## config.mk

```make
export PLATFORM = sky130hd
export DESIGN_NAME = dmem_arbiter
export DESIGN_NICKNAME = d
export VERILOG_FILES = /design/src/rtl/dmem_arbiter.sv
export SDC_FILE = /design/constraint.sdc
export NUM_CORES = 1
export LEC_CHECK = 0
export CAP_MARGIN = 15
export CORE_AREA = 2 2 121 123
export DETAILED_ROUTE_END_ITERATION = 7
export DIE_AREA = 0 0 123 125
export SLEW_MARGIN = 20
export SYNTH_ARGS = -nofsm -noshare
export SYNTH_HDL_FRONTEND = slang
export SYNTH_SLANG_ARGS = --single-unit
```

## constraint.sdc

```tcl
create_clock -name CLK -period 2.1 [get_ports CLK]
set_clock_uncertainty 0.1 [all_clocks]
set_input_delay 0.42 -clock CLK [delete_from_list [all_inputs] [get_ports CLK]]
set_output_delay 0.42 -clock CLK [all_outputs]
set_load 0.1 [all_outputs]
```

## src/rtl/dmem_arbiter.sv

```systemverilog
// Purpose : shares the OTTER data-memory port 2 between the pipeline MEM stage (P) and a debug/DMA loader (D).
// Latency : grant/ready combinational from req; read data returns exactly 1 cycle after the grant cycle.
// Backpr. : P has priority and D is forced in after STARVE_MAX contended cycles; a locked D burst holds off P for up to BURST_MAX beats.
// Ports   : p_* / d_* requester channels (req, we, addr, wdata, size, sign -> ready, rvalid, rdata), d_lock burst lock,
//           mem_* drive to Memory port 2, mem_dout read data back, stall_m hold request to the hazard unit.
module dmem_arbiter #(
    parameter int STARVE_MAX = 8,
    parameter int BURST_MAX  = 16
) (
    input  logic        CLK,
    input  logic        RESET,
    input  logic        p_req,
    input  logic        p_we,
    input  logic [31:0] p_addr,
    input  logic [31:0] p_wdata,
    input  logic [1:0]  p_size,
    input  logic        p_sign,
    output logic        p_ready,
    output logic        p_rvalid,
    output logic [31:0] p_rdata,
    input  logic        d_req,
    input  logic        d_we,
    input  logic [31:0] d_addr,
    input  logic [31:0] d_wdata,
    input  logic [1:0]  d_size,
    input  logic        d_sign,
    input  logic        d_lock,
    output logic        d_ready,
    output logic        d_rvalid,
    output logic [31:0] d_rdata,
    output logic        mem_rden,
    output logic        mem_we,
    output logic [31:0] mem_addr,
    output logic [31:0] mem_din,
    output logic [1:0]  mem_size,
    output logic        mem_sign,
    input  logic [31:0] mem_dout,
    output logic        stall_m
);

    typedef enum logic {ARB, DBURST} state_t;

    localparam logic [7:0] STARVE_LIM = 8'(STARVE_MAX);
    localparam logic [7:0] BURST_LIM  = 8'(BURST_MAX);
    localparam bit         BURST_EN   = (BURST_MAX > 1);

    state_t     state;
    logic [7:0] starve_cnt;
    logic [7:0] burst_cnt;
    logic       rsp_valid;
    logic       rsp_owner;   // 0 = P, 1 = D

    logic p_gnt;
    logic d_gnt;
    logic gnt_we;

    // Grant decision; everything is suppressed while RESET is high.
    always_comb begin
        p_gnt = 1'b0;
        d_gnt = 1'b0;
        if (!RESET) begin
            if (state == DBURST) begin
                d_gnt = d_req;
                p_gnt = p_req & ~d_req;
            end else if (p_req && d_req) begin
                d_gnt = (starve_cnt == STARVE_LIM);
                p_gnt = (starve_cnt != STARVE_LIM);
            end else begin
                p_gnt = p_req;
                d_gnt = d_req;
            end
        end
    end

    assign gnt_we = d_gnt ? d_we : p_we;

    // Memory drive: granted requester's fields, all zero when idle.
    always_comb begin
        mem_rden = 1'b0;
        mem_we   = 1'b0;
        mem_addr = 32'd0;
        mem_din  = 32'd0;
        mem_size = 2'd0;
        mem_sign = 1'b0;
        if (d_gnt) begin
            mem_rden = ~d_we;
            mem_we   = d_we;
            mem_addr = d_addr;
            mem_din  = d_wdata;
            mem_size = d_size;
            mem_sign = d_sign;
        end else if (p_gnt) begin
            mem_rden = ~p_we;
            mem_we   = p_we;
            mem_addr = p_addr;
            mem_din  = p_wdata;
            mem_size = p_size;
            mem_sign = p_sign;
        end
    end

    always_ff @(posedge CLK) begin
        if (RESET) begin
            state      <= ARB;
            starve_cnt <= 8'd0;
            burst_cnt  <= 8'd0;
            rsp_valid  <= 1'b0;
            rsp_owner  <= 1'b0;
        end else begin
            rsp_valid <= (p_gnt | d_gnt) & ~gnt_we;
            rsp_owner <= d_gnt;

            if (!d_req || d_gnt)
                starve_cnt <= 8'd0;
            else if (starve_cnt != STARVE_LIM)
                starve_cnt <= starve_cnt + 8'd1;

            case (state)
                ARB: begin
                    // The locking grant itself is the first beat of the burst.
                    if (d_gnt && d_lock && BURST_EN) begin
                        state     <= DBURST;
                        burst_cnt <= 8'd1;
                    end
                end
                DBURST: begin
                    // In DBURST d_req implies a D grant, so this beat is counted here.
                    if (!d_lock || !d_req || (burst_cnt + 8'd1 == BURST_LIM)) begin
                        state     <= ARB;
                        burst_cnt <= 8'd0;
                    end else begin
                        burst_cnt <= burst_cnt + 8'd1;
                    end
                end
                default: state <= ARB;
            endcase
        end
    end

    assign p_ready  = p_gnt;
    assign d_ready  = d_gnt;
    assign stall_m  = p_req & ~p_gnt;

    // A response registered just before a reset edge must not leak out while RESET is high.
    assign p_rvalid = rsp_valid & ~rsp_owner & ~RESET;
    assign d_rvalid = rsp_valid &  rsp_owner & ~RESET;
    assign p_rdata  = p_rvalid ? mem_dout : 32'd0;
    assign d_rdata  = d_rvalid ? mem_dout : 32'd0;

endmodule

```

==> impl_metrics.yaml, run 1 <==
critical_path:
  crit_arrival_ps: 2090
  start_kind: "flop"
  endpoint_kind: "output pin"
  crit_cells: 9
  regToRegSetupSlack_ps: 90
  cp_data_required_time_ps: 1580
  worst-setup-path-type: "flop to output pin"
  cpMaxStageDelayCell: "dfxtp_2"
  path_delay_family: "simple AND/OR/NAND/NOR gates"
  worstRegToRegCells: 10
  worstPathMaxFanout: 17
  slowest_delay_ps: 320
  path_buf_inv: 3
  crit_path_cell_trace: "inv_2, ha_4, nor4b_4, a21oi_1, nand2b_1, and3_4, buf_16, a22o_4, buf_12"
clocking:
  clockRootBuffer: "clkbuf_16"
  clkTransAtPathRegs_ps: 60
  clock_path_buffers: 2
  cts_tree: "built"
  cts_sinks: 19
  cts_hold_buf: 0
  cts_made_buffers: 3
  cts_max_level: 1
  worstSkewPairLatency_ps: 250
die:
  dieArea_sq_mm: 0.0154
  core_sq_mm: 0.0142
  ios: 311
  chipHeight_microns: 125
  fp.dieW_microns: 123
  start_util: 0.158
  rows: 44
power_and_ir_drop:
  p_per_area_mw_per_mm2: 347
  peakVddDrop_v: 0.000228
  p_leak_nw: 3.43
sta:
  worst_pin_slew_ps: 559
  fin_crit_sh: 1.24
  hold_viol_final: 0
  final_max_slew_viol_count: 0
  worst_hold_slack_ps: 446
  maxSlewHeadroom: 0.625
  post-route-min-period_ps: 2610
  setup_tns_ps: -34440
  fin_ws_ps: -511
  setup_viol: 72
  rsz0062_at_grt: "yes"
  fmax_ghz: 0.383
grt:
  overflow: 0
  antenna_found_initial: 0
  grt_max_degree: 37
  grt_pass1_wl_microns: 23000
  grt_pass1_vias: 3936
  track_usage: 0.192
routing:
  routedWlPerCell_microns: 19.5
  drc: 0
  drt_wl_total_microns: 15700
  drt_first_iter_violations: 141
  final_antenna_net_count: 0
  routed_via_density: 4.54
  dr_total_vias: 3643
  drt_pass1_iterations: 4
logic_synthesis:
  syn_area_per_cell_sq_um: 7.84
  synth-seq-cells: 19
  ys_types: 43
  synth_edf_count: 0
  yosys_warnings: 0
  synth_nets: 463
  syn_inst: 286
  netlist_area_sq_mm: 0.00224
  synth_flop_cell: "dfxtp_1"
  synth-seq-area-share: 0.170
  synthArstFlopShare: 0
outcome:
  violations: "setup timing"
  outcome: "complete, but fails checks"
finish:
  multi_input_area_sq_mm: 0.00238
  final_common_cell: "clkdlybuf4s50_1"
  fin_cells: 802
  drive_gt1_frac: 0.536
  antenna_cells: 0
  syn_to_final_growth_pct: 264
  stdcell_area_sq_mm: 0.00815
  nets: 796
  regArea_sq_um: 383
  n_fill_cell: 1160
  mostFrequentLayoutCells: "clkdlybuf4s50_1 (171), buf_12 (145), a22o_4 (60), and2_4 (31), and2_2 (30)"
hold_path:
  holdCritPathClass: "flop to flop"
  hold_path_depth: 2
job:
  drv_cap: 0
place:
  placed_area_sq_mm: 0.00777
  dp.cells: 784
  post-place-ws_ps: -397
  routabilityCongestion: 0.863
  portBuffers: 310
  post-dp-hpwl_microns: 12700
layer usage:
metal | track usage | up-vias | share of wire
met5 | 0 | - | 0
li1 | - | 1734 | -
met1 | 0.206 | 1739 | 0.36
met4 | 0.0214 | 0 | 0.011
met3 | 0.0698 | 14 | 0.090
met2 | 0.365 | 156 | 0.54
layout make-up:
type / count / area share
sequential: 19 / 0.0470
clock inverter: 1 / 0.000921
inverter: 5 / 0.00230
tap: 184 / 0.0282
timing repair buffer: 353 / 0.620
multi-input combinational: 237 / 0.292
clock buffer: 3 / 0.00921
flip-flops by register name, summed over array words and instances, names as in the netlist:
signal,flops
burst_cnt,8
rsp_owner,1
rsp_valid,1
starve_cnt,8
state,1
stage by stage:
step | utilization | power, mW
floorplan | - | 1.46
global placement | 0.547 | 2.35
detailed placement | 0.547 | 2.36
CTS | 0.563 | 2.81
global route | 0.574 | 2.91
finish | 0.574 | 2.82
worst reg2reg max path, stage by stage (launching register included):
cell     delay, ps
dfxtp_2        320
inv_2           60
ha_4           120
nor4b_4        240
buf_4          170
a21oi_2         60
buf_4          170
or2_4          280
buf_4          160
o21ai_2        150
a21oi_1         80
power breakdown:
group | total, mW | internal (mW) | switching [mW]
registers | 0.369 | 0.365 | 0.00410
logic | 2.05 | 0.925 | 1.12
clock network | 0.410 | 0.258 | 0.152
total | 2.82 | 1.55 | 1.28
timing repair:
item / 4_1_cts / 5_1_grt
cloned: 3 / 4
setup buffers: 4 / 3
endpoints found under the setup margin: 138 / 101
pin swaps: 1 / 2
gates resized for setup: 9 / 22
synthesized netlist by cell type, types with 3 or more instances:
| library cell | instances | area, sq um |
|---|---|---|
| buf_6 | 9 | 101 |
| a22o_1 | 68 | 596 |
| nand3_1 | 9 | 45.0 |
| inv_1 | 5 | 18.8 |
| nor2_1 | 14 | 52.6 |
| and2_1 | 64 | 400 |
| nand2_1 | 10 | 37.5 |
| nor3_1 | 3 | 15.0 |
| clkbuf_1 | 8 | 30.0 |
| o21ai_1 | 4 | 20.0 |
| nand2b_1 | 4 | 25.0 |
| ha_1 | 4 | 50.1 |
| nor2b_1 | 4 | 25.0 |
| dfxtp_1 | 19 | 380 |
| and3_1 | 8 | 50.1 |
| buf_2 | 8 | 40.0 |
| a21oi_1 | 9 | 45.0 |
| xor2_1 | 5 | 43.8 |
path summary, 6_finish.rpt:
kind / startpoint / to
max: starve_cnt[1] / mem_addr[27]
min: starve_cnt[0] / starve_cnt[0]
max reg2reg: starve_cnt[1] / burst_cnt[5]
min reg2reg: starve_cnt[0] / starve_cnt[0]
logic make-up (layout without fill, tap and decap cells):
group	count (synthesis)	after routing	synth area share
adders and majority gates	4	4	0.0223
AOI/OAI and AO/OA	96	96	0.348
and+or+nand+nor	130	130	0.347
xor gates and xnor gates	6	6	0.0235
muxes	1	1	0.00447
buffers and inverters	30	362	0.0849
DFF	19	19	0.170
(Power assumes the default switching activity.)
==> run 2, diff against run 1 <==
--- a/config.mk
+++ b/config.mk
@@ -9,6 +9,7 @@
 export CORE_AREA = 2 2 121 123
 export DETAILED_ROUTE_END_ITERATION = 7
 export DIE_AREA = 0 0 123 125
+export GPL_ROUTABILITY_DRIVEN = 0
 export SLEW_MARGIN = 20
 export SYNTH_ARGS = -nofsm -noshare
 export SYNTH_HDL_FRONTEND = slang
==> results of run 2 <==
Same layout as run 1: the final DEF is identical, and so are final timing and power.
==> run 3, diff against run 2 <==
--- a/config.mk
+++ b/config.mk
@@ -5,11 +5,12 @@
 export SDC_FILE = /design/constraint.sdc
 export NUM_CORES = 1
 export LEC_CHECK = 0
-export CAP_MARGIN = 15
+export CAP_MARGIN = 5
 export CORE_AREA = 2 2 121 123
 export DETAILED_ROUTE_END_ITERATION = 7
 export DIE_AREA = 0 0 123 125
 export GPL_ROUTABILITY_DRIVEN = 0
+export GPL_TIMING_DRIVEN = 0
 export SLEW_MARGIN = 20
 export SYNTH_ARGS = -nofsm -noshare
 export SYNTH_HDL_FRONTEND = slang
==> impl_metrics.yaml, run 3 (synthesis gave the netlist of run 1 again) <==
routing:
  wl_met1_microns: 5250
  highest_layer: "met4"
  routedWlPerCell_microns: 18.9
  routed_via_density: 4.51
  drt_first_iter_violations: 135
  wl_met2_microns: 8260
  drt_wl_total_microns: 15100
  drt_pass1_iterations: 4
  drc: 0
  wl_met3_microns: 1490
  final_antenna_net_count: 0
  dr_total_vias: 3603
die:
  start_util: 0.158
  chipHeight_microns: 125
  dieArea_sq_mm: 0.0154
  core_sq_mm: 0.0142
  fp.dieW_microns: 123
  ios: 311
  rows: 44
critical_path:
  endpoint_kind: "output pin"
  cp_data_required_time_ps: 1580
  worst-setup-path-type: "flop to output pin"
  worstPathMaxFanout: 10
  regToRegSetupSlack_ps: 70
  start_kind: "flop"
  crit_arrival_ps: 2160
clocking:
  cts_tree: "built"
  cts_made_buffers: 3
  clock_path_buffers: 2
  clockRootBuffer: "clkbuf_16"
  clkTransAtPathRegs_ps: 60
  worstSkewPairLatency_ps: 250
  cts_sinks: 19
  cts_max_level: 1
sta:
  maxSlewHeadroom: 0.646
  hold_viol_final: 0
  fmax_ghz: 0.374
  worst_hold_slack_ps: 374
  rsz0062_at_grt: "yes"
  fin_ws_ps: -576
  post-route-min-period_ps: 2680
  setup_viol: 72
  fin_crit_sh: 1.27
  final_max_slew_viol_count: 0
  worst_pin_slew_ps: 527
place:
  portBuffers: 310
  placed_area_sq_mm: 0.00628
  post-dp-hpwl_microns: 12100
finish:
  reg_top3: "burst_cnt: 8 flops, starve_cnt: 8 flops"
  antenna_cells: 0
  drive_gt1_frac: 0.532
  syn_to_final_growth_pct: 235
  postLayoutCoreUtil: 0.528
  mostFrequentLayoutCells: "clkdlybuf4s50_1 (170), buf_12 (81), a22o_4 (61), buf_6 (39), and2_2 (35)"
  final_common_cell: "clkdlybuf4s50_1"
  stdcell_area_sq_mm: 0.00750
  nets: 793
grt:
  grt_max_degree: 13
  track_usage: 0.183
  overflow: 0
  antenna_found_initial: 0
  grt_pass1_wl_microns: 21600
  grt_pass1_vias: 3791
outcome:
  violations: "setup timing"
  outcome: "complete, but fails checks"
hold_path:
  holdCritPathClass: "flop to flop"
power_and_ir_drop:
  p_leak_nw: 3.28
  p_per_area_mw_per_mm2: 368
  peakVddDrop_v: 0.000225
  fin_total_pwr_mw: 2.76
job:
  drv_cap: 0
==> run 3: final timing paths <==
kind                 startpoint             to  depth (start not counted)
setup reg to reg  starve_cnt[1]   burst_cnt[2]                          9
setup / recovery  starve_cnt[1]   mem_addr[22]                          9
hold / removal    starve_cnt[0]  starve_cnt[0]                          1
hold reg to reg   starve_cnt[0]  starve_cnt[0]                          1
==> run 3: power breakdown <==
| part | internal [mW] | leakage (nW) | total, mW | switching, mW |
|---|---|---|---|---|
| logic | 0.873 | 3.08 | 1.99 | 1.12 |
| registers | 0.364 | 0.155 | 0.369 | 0.00519 |
| clock network | 0.257 | 0.0371 | 0.399 | 0.141 |
| total | 1.49 | 3.28 | 2.76 | 1.26 |
==> run 3: what timing repair did <==
item                       4_1_cts  5_1_grt
setup endpoints to repair      138      137
cloned                           1        2
hold endpoints to repair         0        0
hold buffers                     0        0
pin swaps                        2        6
setup buffers                    1       14
gates resized for setup       1035      162
==> run 3: cell type report <==
| type | count | area (sq um) |
|---|---|---|
| clock inverters | 1 | 7.51 |
| multi-input cells | 238 | 2400 |
| fillers | 1269 | 6700 |
| inverters | 5 | 21.3 |
| repair buffers | 327 | 4120 |
| plain buffers | 22 | 263 |
| flip-flops and latches | 19 | 385 |
| clock buffers | 3 | 75.1 |
| well taps | 184 | 230 |
==> run 3: worst max-delay path, stage by stage (launching register included) <==
cell and delay, ps:
dfxtp_4 360, inv_4 60, ha_4 110, nor4b_4 300
a21oi_1 120, nand2b_4 170, and3_4 210, buf_12 160
a22o_4 230, buf_12 170
==> run 3: metrics by stage <==
step                      instances  setup WS (ps)  TNS (ps)
final                           799           -576    -39580
after detailed placement        780          -1800   -217710
after floorplan                 286           -258    -11720
after global routing            799           -672    -46600
after CTS                       786           -708    -46760
after global placement          780          -1860   -220180
==> run 3: metal layers <==
metal | vias up | GRT usage
met5 | - | 0
met4 | 0 | 0.0214
met3 | 4 | 0.0703
met2 | 169 | 0.348
met1 | 1707 | 0.192
li1 | 1723 | -
==> edit 1, RTL diff (flow settings as in run 3) <==
Set the parameter `BURST_MAX` to 15 (it was 16).
--- a/src/rtl/dmem_arbiter.sv
+++ b/src/rtl/dmem_arbiter.sv
@@ -5,7 +5,7 @@
 //           mem_* drive to Memory port 2, mem_dout read data back, stall_m hold request to the hazard unit.
 module dmem_arbiter #(
     parameter int STARVE_MAX = 8,
-    parameter int BURST_MAX  = 16
+    parameter int BURST_MAX  = 15
 ) (
     input  logic        CLK,
     input  logic        RESET,
Function: same outputs for any inputs over 4 cycles, from zero or initial values and one cycle with RESET high; that may be too few to reach the edited logic, so the function may still have changed.
==> edit 1 against run 3 <==
  * The flow still finishes with violations (negative setup slack)
  * Final area grew 1.9%
  * Largest cell class unchanged
  * Synthesized area fell by 2.8%
  * Die area unchanged
  * Critical path depth grew 2
  * Sequential cell count did not move
  * Highest routed layer is now met5
  * Routed wire length is 1.6% higher
  * Worst setup slack improved by 0.036 ns
  * Register-to-register slack better by 0.16 ns
  * Sequential power barely moved
  * Total power grew 2.0%
  * Sequential share of layout area down 0.062 points
==> edit 1: results (changes against run 3) <==
- Status: finished, violations left
- Failing checks: negative setup slack
- Commonest cells in the netlist: a22o_1 (70), and2_1 (65), dfxtp_1 (19)
- Hold path endpoint: burst_cnt[5]
- # fillers: 1208 (-4.8%)
- WHS Path Cells: 2 (+1)
- Mean Syn Cell Area: 8.15 um2 (+4.1%)
- Pre-CTS setup slack: -2.05 ns (-0.247 ns)
- Largest net degree at the start of global routing: 12 (-1)
- Hold Path Class: input pin to register
- Iter 0 DRT Violations: 62 (-54%)
- Fraction of layout cells with a size suffix above 1: 55.7% (+2.6 points)
- Post-synthesis net count: 444 (-4.1%)
- Final setup margin: -0.540 ns (+0.0362 ns)
- RR Endpoint: burst_cnt[7]
- Nets: 781 (-1.5%)
- Initial antenna violation count: 9 (+9)
- Synth unique cells: 36 (-16%)
- Placed Cells: 761 (-2.4%)
- R2R setup slack: 0.23 ns (+0.16 ns)
- Maximum net fanout on the critical path: 6 (-4)
- NetSw: 1.28 mW (+1.3%)
- Vias in the first global route: 3635 (-4.1%)
- WL final: 15300 um (+1.6%)
- Global-route wire length before repair: 21600 um (about the same)
- Routed len/inst: 19.4 um (+2.6%)
- Pleak: 3.33 nW (+1.7%)
- RR Startpoint: starve_cnt[0]
- Final Setup Violations: 72 (unchanged)
- GRT Total Usage: 18.5% (+0.22 points)
- Ranking of synthesized cells by area: a22o_1 (28%), and2_1 (19%), dfxtp_1 (17%)
==> edit 1: power by group through the flow <==
stage	sequential, mW	combinational (mW)	clock (mW)
after floorplan	0.376	1.03	0
after global placement	0.377	1.60	0
after detailed placement	0.378	1.61	0
after CTS	0.367	1.96	0.401
after global routing	0.368	2.11	0.425
final	0.368	2.05	0.394
==> edit 1: per-layer routing <==
metal | vias to the layer above | track usage, % | part of all wire (%)
li1 | 1670 | - | -
met1 | 1623 | 18.3 | 35
met3 | 26 | 10.2 | 13
met5 | - | 0 | 0.47
met4 | 10 | 2.47 | 1.6
met2 | 184 | 34.1 | 50
==> edit 1: per-stage QoR <==
step	total power [mW]	instance area [um2]	hold slack (ns)
after floorplan	1.40	2530	0.337
after global placement	1.98	5870	0.361
after detailed placement	1.99	5870	0.371
after CTS	2.72	7140	0.396
after global routing	2.90	7630	0.408
final	2.81	7640	0.398
==> edit 1: area by class of cell <==
type | instances | area [um2] | share of cell area (%)
Timing Repair Buffer | 331 | 4250 | 55.6
Clock buffer | 3 | 75.1 | 0.982
Antenna cell | 4 | 10.0 | 0.131
Multi-Input combinational cell | 221 | 2350 | 30.8
Buffer | 22 | 308 | 4.03
Sequential cell | 19 | 388 | 5.08
Inverter | 6 | 27.5 | 0.360
Clock inverter | 1 | 5.00 | 0.0655
Tap cell | 184 | 230 | 3.01
==> edit 1: worst max-delay path by stage <==
stage                   from           end  cells past startpoint
3_3_place_gp           RESET    p_rdata[6]                      5
6_report       starve_cnt[0]  mem_addr[28]                     11
2_1_floorplan  starve_cnt[1]  mem_addr[21]                      9
5_1_grt        starve_cnt[0]    mem_din[6]                     11
4_1_cts        starve_cnt[0]   mem_din[27]                     11
3_5_place_dp           RESET    p_rdata[6]                      5
==> edit 1: logic make-up after synthesis <==
logic type / after synthesis / synth area share (%)
and+or+nand+nor: 117 / 32.6
AOI/OAI and AO/OA: 92 / 35.2
buffers and inverters: 28 / 9.60
DFF: 19 / 17.5
xor gates and xnor gates: 7 / 2.82
adders and majority gates: 4 / 2.30
==> edit 1: what timing repair did <==
action	in CTS	in global routing
hold buffers	0	0
setup endpoints to repair	138	130
setup buffers	15	1
cloned	3	4
pin swaps	14	23
gates resized for setup	1139	78
==> edit 1: critical path, stage by stage, from the launching register on <==
cell and delay, ns:
dfxtp_4 0.35, inv_4 0.05, ha_4 0.12, nor4b_4 0.20, nand2_2 0.10, and3b_4 0.20, nor2b_4 0.13, buf_12 0.14
buf_12 0.13, clkbuf_16 0.14, a22o_4 0.14, buf_12 0.16
==> edit 2, RTL diff (settings of run 3) <==
Made on the original files. Reset style: asynchronous (`RESET`), changed in one clocked block.
--- a/src/rtl/dmem_arbiter.sv
+++ b/src/rtl/dmem_arbiter.sv
@@ -99,7 +99,7 @@
         end
     end
 
-    always_ff @(posedge CLK) begin
+    always_ff @(posedge CLK or posedge RESET) begin
         if (RESET) begin
             state      <= ARB;
             starve_cnt <= 8'd0;
Function: no difference found for any inputs over 4 cycles, from zero or initial values and one cycle with RESET high; that may be too few to reach the edited logic, so the function may still have changed.
==> edit 2 against run 3 <==
  * The run still ends with negative setup slack left
  * Sequential cell count is the same
  * Final area is 25% higher
  * Sequential power is 9.2% higher
  * Total power increased by 15%
  * Final cell count grew 17%
  * Worst setup slack better by 0.15 ns
  * Synthesized area increased by 10%
  * Routed wire length increased by 16%
==> edit 2: results (changes against run 3) <==
- Worst path max stage delay: 0.42 ns (+0.06 ns)
- Mux cell area share after synthesis: 0% (-0.45 points)
- Post-synth top flop: dfrtp_1
- Non-clock buffers, area share: 49.7% (-8.7 points)
- Routed len/inst: 18.6 um (-1.5%)
- Final Setup Violations: 72 (unchanged)
- Comb group: 2.37 mW (+19%)
- Pre-CTS setup slack: -2.24 ns (-0.436 ns)
- Ranking of synthesized cells by area: nand2_1 (22%), dfrtp_1 (19%), and2_1 (16%)
- Global-route wire length before repair: 25300 um (+17%)
- Maximum net fanout on the critical path: 9 (-1)
- Ant diodes: 1 (+1)
- Initial antenna violation count: 1 (+1)
- Commonest cells in the netlist: nand2_1 (147), nand3_1 (75), and2_1 (64)
- Setup bufs post-CTS: 10 (+9)
- Hold Path Class: input pin to async pin
- Critical-path top delay cell: dfrtp_2
- CTS-repair resized insts: 1248 (+21%)
- Status: finished, violations left
- Met1 Usage GRT: 19.9% (+0.73 points)
- Maximum vdd drop: 0.000222 V (-1.3%)
- Async set or reset register ratio after synthesis: 100% (+100 points)
- Part of the power in registers: 12.7% (-0.7 points)
- Multi-input combinational area share: 41.2% (+9.2 points)
- Failing checks: negative setup slack
- Mean Syn Cell Area: 5.99 um2 (-24%)
- Crit path time final: 2.53 ns (-0.145 ns)
- Final setup margin: -0.431 ns (+0.145 ns)
- Detail Placement HPWL: 13100 um (+7.9%)
- Pleak: 3.87 nW (+18%)
- ClkCell Share: 0.857% (-0.24 points)
- Nets: 930 (+17%)
- Post-synthesis net count: 589 (+27%)
- Synth unique cells: 41 (-4.7%)
- Logic pwr share: 74.6% (+2.4 points)
- Adder-Cell Fraction of Synth Area: 2.03% (-0.20 points)
- Fraction of layout cells with a size suffix above 1: 64.6% (+11 points)
- Non-CTS inverters: 10 (+5)
- # fillers: 1059 (-17%)
- Post-synthesis sequential area ratio: 19.3% (+2.3 points)
- Sequential cell area share: 5.10% (-0.035 points)
- Comb_multi_in: 356 (+50%)
- Synth Area in Compound Gates: 6.75% (-28 points)
- WL final: 17400 um (+16%)
- Iter 0 DRT Violations: 98 (-27%)
- Largest net degree at the start of global routing: 12 (-1)
- Placed Cells: 906 (+16%)
- NetSw: 1.55 mW (+23%)
- XOR/XNOR Fraction of Synth Area: 3.20% (+0.85 points)
==> edit 2: metrics by stage <==
stage               instance area (um2)  TNS [ns]
floorplan                          4070     -5.29
global placement                   7400   -241.12
detailed placement                 7400   -244.56
CTS                                8970    -28.73
global route                       9340    -32.68
finish                             9340    -26.89
==> edit 2: per-layer routing <==
metal | vias to the layer above | routed length (um)
li1 | 2023 | -
met2 | 224 | 9840
met5 | - | 0
met1 | 2020 | 5340
met4 | 0 | 436
met3 | 23 | 1810
==> edit 2: final timing paths <==
check | startpoint | to | slack [ns] | cells after the start
worst min-delay path | RESET | burst_cnt[6] | 0.16 | 2
worst max-delay path | starve_cnt[2] | mem_addr[11] | -0.43 | 10
max in group asynchronous | RESET | burst_cnt[7] | 1.47 | 2
worst max register to register | starve_cnt[2] | burst_cnt[5] | 0.17 | 7
worst min register to register | state | state | 0.42 | 1
min in group CLK | state | state | 0.42 | 1
